==> src/rtl/aes_axis_egress_downsizer.sv <==
// rtl/aes_axis_egress_downsizer.sv - 128-bit AXI-Stream beat to OUT_W-bit word downsizer
//
// Purpose: receives 128-bit ciphertext beats from the AES-256-CTR core and emits
// each beat as 128/OUT_W narrower words, MSB first, keeping frame boundaries.
// Reports the word count of the last completed frame and a frame-done pulse.
//
// Ports:
//   clk            rising-edge clock
//   rst            asynchronous active-low reset
//   s_axis_*       128-bit input stream (tvalid/tready/tlast/tdata)
//   m_axis_*       OUT_W-bit output stream (tvalid/tready/tlast/tdata)
//   frame_words    output word count of the last completed frame
//   frame_done     one-cycle pulse after a frame's last word handshakes
//   busy           high while a beat is held or a frame is open
module aes_axis_egress_downsizer #(
  parameter int OUT_W = 32,
  parameter int CNT_W = 32
) (
  input  logic             clk,
  input  logic             rst,
  input  logic             s_axis_tvalid,
  output logic             s_axis_tready,
  input  logic             s_axis_tlast,
  input  logic [127:0]     s_axis_tdata,
  output logic             m_axis_tvalid,
  input  logic             m_axis_tready,
  output logic             m_axis_tlast,
  output logic [OUT_W-1:0] m_axis_tdata,
  output logic [CNT_W-1:0] frame_words,
  output logic             frame_done,
  output logic             busy
);

  localparam int N     = 128 / OUT_W;
  localparam int IDX_W = (N > 1) ? $clog2(N) : 1;
  localparam int SH_W  = (OUT_W > 1) ? $clog2(OUT_W) : 1;
  localparam logic [IDX_W-1:0] LAST_IDX = IDX_W'(N - 1);

  generate
    if (OUT_W != 8 && OUT_W != 16 && OUT_W != 32 && OUT_W != 64 && OUT_W != 128) begin : g_bad_out_w
      $fatal(1, "aes_axis_egress_downsizer: OUT_W must be 8, 16, 32, 64 or 128");
    end
  endgenerate

  typedef enum logic {
    IDLE  = 1'b0,
    SHIFT = 1'b1
  } state_e;

  state_e             state_q, state_d;
  logic [127:0]       hold_q, hold_d;
  logic [IDX_W-1:0]   idx_q, idx_d;
  logic               held_last_q, held_last_d;
  logic               in_frame_q, in_frame_d;
  logic [CNT_W-1:0]   word_cnt_q, word_cnt_d;
  logic [CNT_W-1:0]   frame_words_q, frame_words_d;
  logic               frame_done_q, frame_done_d;

  logic               last_word;
  logic               in_hs;
  logic               out_hs;
  logic [7:0]         shamt;
  logic [127:0]       shifted;

  assign last_word     = (idx_q == LAST_IDX);
  assign m_axis_tvalid = (state_q == SHIFT);
  assign out_hs        = m_axis_tvalid & m_axis_tready;
  // Ready also while the final word leaves so beats stream without a bubble;
  // forced low during reset so no beat is taken while the block is cleared.
  assign s_axis_tready = rst & ((state_q == IDLE) | (out_hs & last_word));
  assign in_hs         = s_axis_tvalid & s_axis_tready;

  // OUT_W is a power of two, so idx*OUT_W is a plain left shift of idx.
  assign shamt         = 8'(idx_q) << SH_W;
  assign shifted       = hold_q << shamt;
  assign m_axis_tdata  = shifted[127 -: OUT_W];
  assign m_axis_tlast  = held_last_q & last_word;

  assign frame_words   = frame_words_q;
  assign frame_done    = frame_done_q;
  assign busy          = (state_q == SHIFT) | in_frame_q;

  always_comb begin
    state_d       = state_q;
    hold_d        = hold_q;
    idx_d         = idx_q;
    held_last_d   = held_last_q;
    in_frame_d    = in_frame_q;
    word_cnt_d    = word_cnt_q;
    frame_words_d = frame_words_q;
    frame_done_d  = out_hs & m_axis_tlast;

    case (state_q)
      IDLE: begin
        if (in_hs) begin
          hold_d      = s_axis_tdata;
          held_last_d = s_axis_tlast;
          idx_d       = '0;
          state_d     = SHIFT;
        end
      end
      SHIFT: begin
        if (out_hs) begin
          if (!last_word) begin
            idx_d = idx_q + IDX_W'(1);
          end else if (in_hs) begin
            hold_d      = s_axis_tdata;
            held_last_d = s_axis_tlast;
            idx_d       = '0;
          end else begin
            state_d = IDLE;
          end
        end
      end
      default: state_d = IDLE;
    endcase

    if (out_hs) begin
      if (m_axis_tlast) begin
        frame_words_d = word_cnt_q + CNT_W'(1);
        word_cnt_d    = '0;
        in_frame_d    = 1'b0;
      end else begin
        word_cnt_d = word_cnt_q + CNT_W'(1);
      end
    end
    // A beat accepted as the previous frame closes opens the next frame.
    if (in_hs) begin
      in_frame_d = 1'b1;
    end
  end

  always_ff @(posedge clk or negedge rst) begin
    if (!rst) begin
      state_q       <= IDLE;
      hold_q        <= '0;
      idx_q         <= '0;
      held_last_q   <= 1'b0;
      in_frame_q    <= 1'b0;
      word_cnt_q    <= '0;
      frame_words_q <= '0;
      frame_done_q  <= 1'b0;
    end else begin
      state_q       <= state_d;
      hold_q        <= hold_d;
      idx_q         <= idx_d;
      held_last_q   <= held_last_d;
      in_frame_q    <= in_frame_d;
      word_cnt_q    <= word_cnt_d;
      frame_words_q <= frame_words_d;
      frame_done_q  <= frame_done_d;
    end
  end

endmodule

==> config.mk <==
export PLATFORM = sky130hd
export DESIGN_NAME = aes_axis_egress_downsizer
export DESIGN_NICKNAME = d
export VERILOG_FILES = /design/src/rtl/aes_axis_egress_downsizer.sv
export SDC_FILE = /design/constraint.sdc
export NUM_CORES = 1
export LEC_CHECK = 0
export BUFFER_PORTS_ARGS = -buffer_cell sky130_fd_sc_hd__buf_2
export CORE_MARGIN = 1
export CORE_UTILIZATION = 40
export CTS_BUF_LIST = sky130_fd_sc_hd__clkbuf_8
export CTS_CLUSTER_DIAMETER = 60
export DETAILED_ROUTE_END_ITERATION = 6
export HOLD_SLACK_MARGIN = 0.06
export MAX_ROUTING_LAYER = met4
export PLACE_DENSITY = 0.6
export SLEW_MARGIN = 20
export SYNTH_ARGS = -nofsm -noshare
export SYNTH_HDL_FRONTEND = slang
export SYNTH_SLANG_ARGS = --single-unit
==> constraint.sdc <==
create_clock -name clk -period 2.5 [get_ports clk]
set_input_delay 0.25 -clock clk [delete_from_list [all_inputs] [get_ports clk]]
set_output_delay 0.25 -clock clk [all_outputs]
set_load 0.03 [all_outputs]
## Word-level counts from Yosys, hierarchy flattened

Cells that the tools add are included.

- Shift operators: 1
- Multipliers: 0
- Order comparisons: 0
- Add/subtract/negate cells: 2
- Bitwise logic cells: 9
- Reductions and logical operators: 5
- Eq/ne operators: 3
- Muxes and demuxes: 20
- Divide/modulo/power cells: 0

Operator list:

| kind | count |
|---|---|
| $mux 128 | 3 |
| $pmux 128 s2 | 1 |
| $shl 128x7->128 | 1 |
| $add 32x1->32 const B | 1 |
| $mux 32 | 1 |
| $mux 1 | 9 |
| $and 1x1->1 | 6 |
| $mux 2 | 3 |
| $reduce_and 2->1 | 3 |
| $ne 2x1->1 const B | 2 |
| $pmux 1 s2 | 2 |
| $pmux 2 s2 | 1 |
| $reduce_bool 2->1 | 2 |
| $add 2x1->2 const B | 1 |
| $eq 2x2->1 const B | 1 |
| $or 1x1->1 | 2 |
| $not 1->1 | 1 |

- Latch bits: 0
- Register bits: 198
- Output and inout port bits: 69
- Memory bits (read-only): 0
- Bits in writable memories: 0
- Memories: 0
- Bits of input ports: 133
- Word-level logic and storage cells: 48

## Longest topological paths before layout

- Depth after elaboration: 9
- Depth in mapped cells: 8
- Depth with buffers taken out: 7

## Least setup slack after synthesis

OpenSTA, ideal clock, no wires.

- Path kind: register to register
- Start point: reg idx_q[0]
- End point: reg hold_q[100]
- Required time: 2.375 ns
- Slack: 0.469 ns
- Arrival time: 1.906 ns
- Period minus slack after synthesis: 2.031 ns
- Stages on the path, launching flop included: 9
- Library setup time: 0.125 ns
- Path buffers: 2
- Cell sequence: dfrtp_1 -> ha_1 -> nand2_1 -> nand2_1 -> and2_1 -> nand2_1 -> buf_2 -> buf_2 -> mux2_2

- Word-level cells in the longest chain between the ends: 9

Ends and longest elaborated chain:

| what | RTL line | source |
|---|---|---|
| start: declaration | 52 | `logic [IDX_W-1:0] idx_q, idx_d;` |
| start signal: assignment | 146 | `idx_q <= idx_d;` |
| $eq 2x2->1 (*) | 65 | `assign last_word = (idx_q == LAST_IDX);` |
| $and 1x1->1 (*) | 70 | `assign s_axis_tready = rst & ((state_q == IDLE) \| (out_hs & last_word));` |
| $or 1x1->1 (*) | 70 |  |
| $and 1x1->1 (*) | 70 |  |
| via s_axis_tready | 22 | `output logic s_axis_tready,` |
| $and 1x1->1 (*) | 71 | `assign in_hs = s_axis_tvalid & s_axis_tready;` |
| $mux 128 (*) | n/a |  |
| $mux 128 (2 in a row) | n/a |  |
| $pmux 128 s2 (*) | n/a |  |
| end signal: assignment | 145 | `hold_q <= hold_d;` |
| end: declaration | 51 | `logic [127:0] hold_q, hold_d;` |

The timed path passes the listed nets; every way through them passes the cells marked *. The select of a mux whose other input is x is not followed.
A chain may end at the register's enable or synchronous reset.

## Worst setup path in the final report

- Start point: reg idx_q[0]
- End point: out m_axis_tdata[11]

- Word-level cells in the longest chain between the ends: 1

Ends and longest elaborated chain:

| what | RTL line | source |
|---|---|---|
| $shl 128x7->128 | 75 | `assign shifted = hold_q << shamt;` |
| end: declaration | 28 | `output logic [OUT_W-1:0] m_axis_tdata,` |

Every way passes these cells.

==> reports/results.tsv <==
stage	metric	value	unit
outcome	status	completed	
timing	rsz0062_at_grt	no	
clock_tree	insertion_delay	0.48	ns
worst_setup_path	crit_path_end_kind	output pin	
pwr	internal_power	7860	µW
logic_synthesis	synth_top_family_by_area	multiplexers	
run	drv_cap	0	
logic_synthesis	synth.area.mux_share	24.2	%
routing	vias_per_cell	5.03	
pwr	p_per_area	1060	mW/mm²
logic_synthesis	synth_top_area_share	55.2	%
floorplan	initial_core_util	41.0	%
logic_synthesis	synth_top_area_cell	dfrtp_1	
grt	grt_pass1_wl	36200	µm
worst_setup_path	slowest_stage	mux4_2	
worst_setup_path	path_cells	buf_12, mux4_2, buf_2	
timing	maxSlewHeadroom	35.4	%
placement	pre_cts_slack	0.406	ns
worst_hold_path	hold_path.class	in2reg	
pwr	p_sw	5000	µW
floorplan	core.rowCount	54	
timing	fin_tns_setup	0	ns
clock_tree	cts_num_sinks	198	
clock_tree	clk_path_buf_depth	2	
routing	drcViolationCount	0	
floorplan	die_x	152	µm
timing	worst_pin_slew	0.970	ns
timing	finalHoldViolCount	0	
timing	min_period_over_period	88.5	%
placement	gp_congestion	0.772	
worst_setup_path	required	2.25	ns
logic_synthesis	synth_compound_area_share	6.23	%
grt	grt_pass1_vias	7144	
routing	wl_per_cell	16.8	µm
routing	totalWireLength	21900	µm
final_layout	area_growth	34.5	%
clock_tree	htree_num_levels	4	
logic_synthesis	synthTopCellsByArea	dfrtp_1 55%, mux2_2 16%, mux4_2 8.0%	
logic_synthesis	ys_types	36	
timing	clock.fmax	452	MHz
worst_setup_path	cpPeakStageDelay	0.58	ns
grt	antenna_found_initial	1	
logic_synthesis	netlist_instances	690	
worst_setup_path	cp_num_buf_inv	2	
floorplan	coreArea	0.0219	mm²
clock_tree	cts-root-buf	clkbuf_8	
worst_setup_path	crit_fanout	33	
timing	clock_skew	0.0162	ns
final_layout	layout.nets	1150	
placement	dpl.hpwl	13900	µm
timing	min_period	2.21	ns
floorplan	ios	202	
logic_synthesis	ys_ff_latch	198	
worst_setup_path	crit_family	multiplexers	
placement	io_buffers	201	
logic_synthesis	synth.yosys.seq_area_share	55.2	%
logic_synthesis	yosysMostFrequentCell	dfrtp_1	
logic_synthesis	synth-simple-area-share	8.49	%
grt	grt_start_max_net_pins	76	
floorplan	dieArea	0.0230	mm²
pwr	p_seq_share	40.3	%
grt	grt_use_total	20.3	%
logic_synthesis	syn_area	0.00898	mm²
worst_setup_path	start_kind	flip-flop	
routing	drt-pass1-iter-count	4	
routing	vias	6581	
logic_synthesis	synth_xor_area_share	3.02	%
pwr	sw_frac_of_total	38.9	%
worst_setup_path	crit_arrival	1.96	ns
clock_tree	path_clk_slew	0.10	ns
pwr	leakage	0.00547	µW
timing	setup_violations	0	
grt	grt-ovfl-total	0	
pwr	clkPwrFrac	16.0	%
timing	slew_viol_final	0	
logic_synthesis	ys.flop_type	dfrtp_1	
pwr	combPwrFrac	43.7	%
pwr	irDropWorstVdd	0.673	mV
logic_synthesis	mappedNetlistNets	825	
timing	timing.final.ws_setup	0.287	ns
logic_synthesis	synth_area_per_cell	13.0	µm²
routing	drtIter0Drc	240	
clock_tree	cts-buffers-inserted	17	
logic_synthesis	netlist_top_cells_count	198 x dfrtp_1, 129 x mux2_2, 68 x nand2_1	
logic_synthesis	synthArstFlopShare	100	%
worst_setup_path	criticalPathCategory	reg2out	
floorplan	die_h	152	µm
logic_synthesis	synth-edff-count	0	
clock_tree	cts_tree	done	
logic_synthesis	synthAdderAreaFrac	0.279	%
logic_synthesis	yosys_warnings	0	
routing	postRouteAntennaNets	0	
final_layout	drive_gt1_share	41.4	%
worst paths after layout:
check / from / to / slack [ns] / depth (start not counted)
worst max-delay path: idx_q[0] / m_axis_tdata[11] / 0.29 / 3
worst min-delay path: m_axis_tready / m_axis_tvalid / 0.12 / 4
worst max register to register: idx_q[0] / hold_q[41] / 0.39 / 7
worst min register to register: frame_words[24] / frame_words[24] / 0.48 / 2
max in group asynchronous: rst / idx_q[1] / 0.92 / 3
min in group asynchronous: rst / frame_words[3] / 0.24 / 2
final cells by class:
class                           count  area (µm²)
Tap cell                          280         350
Inverter                            8        30.0
Multi-Input combinational cell    439        3800
Fill cell                        1880        9820
Antenna cell                        1        2.50
Clock inverter                     15         164
Timing Repair Buffer              351        2530
Clock buffer                       17         234
Sequential cell                   198        4960
kinds of logic after synthesis:
group                    Yosys count
AO/OA/AOI/OAI                    100
flip-flops                       198
adder cells (fa/ha/maj)            2
XOR/XNOR                          31
buffers and inverters             53
multiplexers                     161
AND/OR/NAND/NOR                  145
sequential cells by signal (all words and copies together), names as in the netlist:
register       flops
frame_done         1
frame_words       32
held_last_q        1
hold_q           128
idx_q              2
in_frame_q         1
m_axis_tvalid      1
word_cnt_q        32
metrics by stage:
step | util [%] | total power [µW] | hold slack, ns | cell area (µm²) | instances
final | 55.1 | 12900 | 0.124 | 12100 | 1309
after global routing | 55.1 | 13600 | 0.162 | 12100 | 1309
after CTS | 55.1 | 13000 | 0.0846 | 12100 | 1308
after detailed placement | 47.3 | 10700 | 0.196 | 10400 | 1145
after global placement | 47.3 | 10600 | 0.199 | 10400 | 1145
after floorplan | - | 9140 | -0.0456 | 8980 | 690
worst reg2reg max path, stage by stage (launching register included):
cell and delay (ns):
dfrtp_2 0.44, ha_1 0.25, nand2_1 0.07, nand2_1 0.06, and2_1 0.22, nand2_4 0.24
buf_12 0.32, mux2_2 0.42
placed cells by master, fill, tap and decap left out, types with 3 or more instances in the layout:
master	n
a21oi_1	14
a31oi_1	7
and2_1	4
buf_12	5
buf_2	200
buf_4	14
clkbuf_8	18
clkinv_4	3
clkinv_8	4
dfrtp_1	196
dlygate4sd3_1	131
inv_1	9
inv_6	4
inv_8	3
mux2_2	129
mux4_2	32
nand2_1	67
nand3_1	20
nand3_2	3
nand4_1	11
nor2_1	13
nor3_1	3
nor4_4	3
o21ai_0	60
o31ai_1	15
or3_1	10
xnor2_1	10
xor2_1	21
power by group through the flow:
stage,Sequential (µW),Clock [µW],Combinational [µW]
6_report,5180,2060,5620
2_1_floorplan,5230,0,3910
3_5_place_dp,5240,0,5480
5_1_grt,5350,2250,6030
3_3_place_gp,5200,0,5400
4_1_cts,5170,2140,5650
what timing repair did:
| item | 4_1_cts | 5_1_grt |
|---|---|---|
| setup buffers | 0 | 0 |
| resized for setup | 0 | 0 |
| hold endpoints to repair | 167 | 0 |
| hold buffers | 131 | 0 |
per-layer routing:
layer / part of all wire (%) / vias to the layer above / wire length (µm) / global-route usage [%]
li1: - / 3129 / - / -
met1: 42 / 3247 / 9260 / 24.0
met2: 51 / 184 / 11200 / 34.8
met3: 5.3 / 21 / 1160 / 4.62
met4: 1.2 / 0 / 266 / 5.38
met5: 0 / - / 0 / -
(Power assumes the default switching activity.)
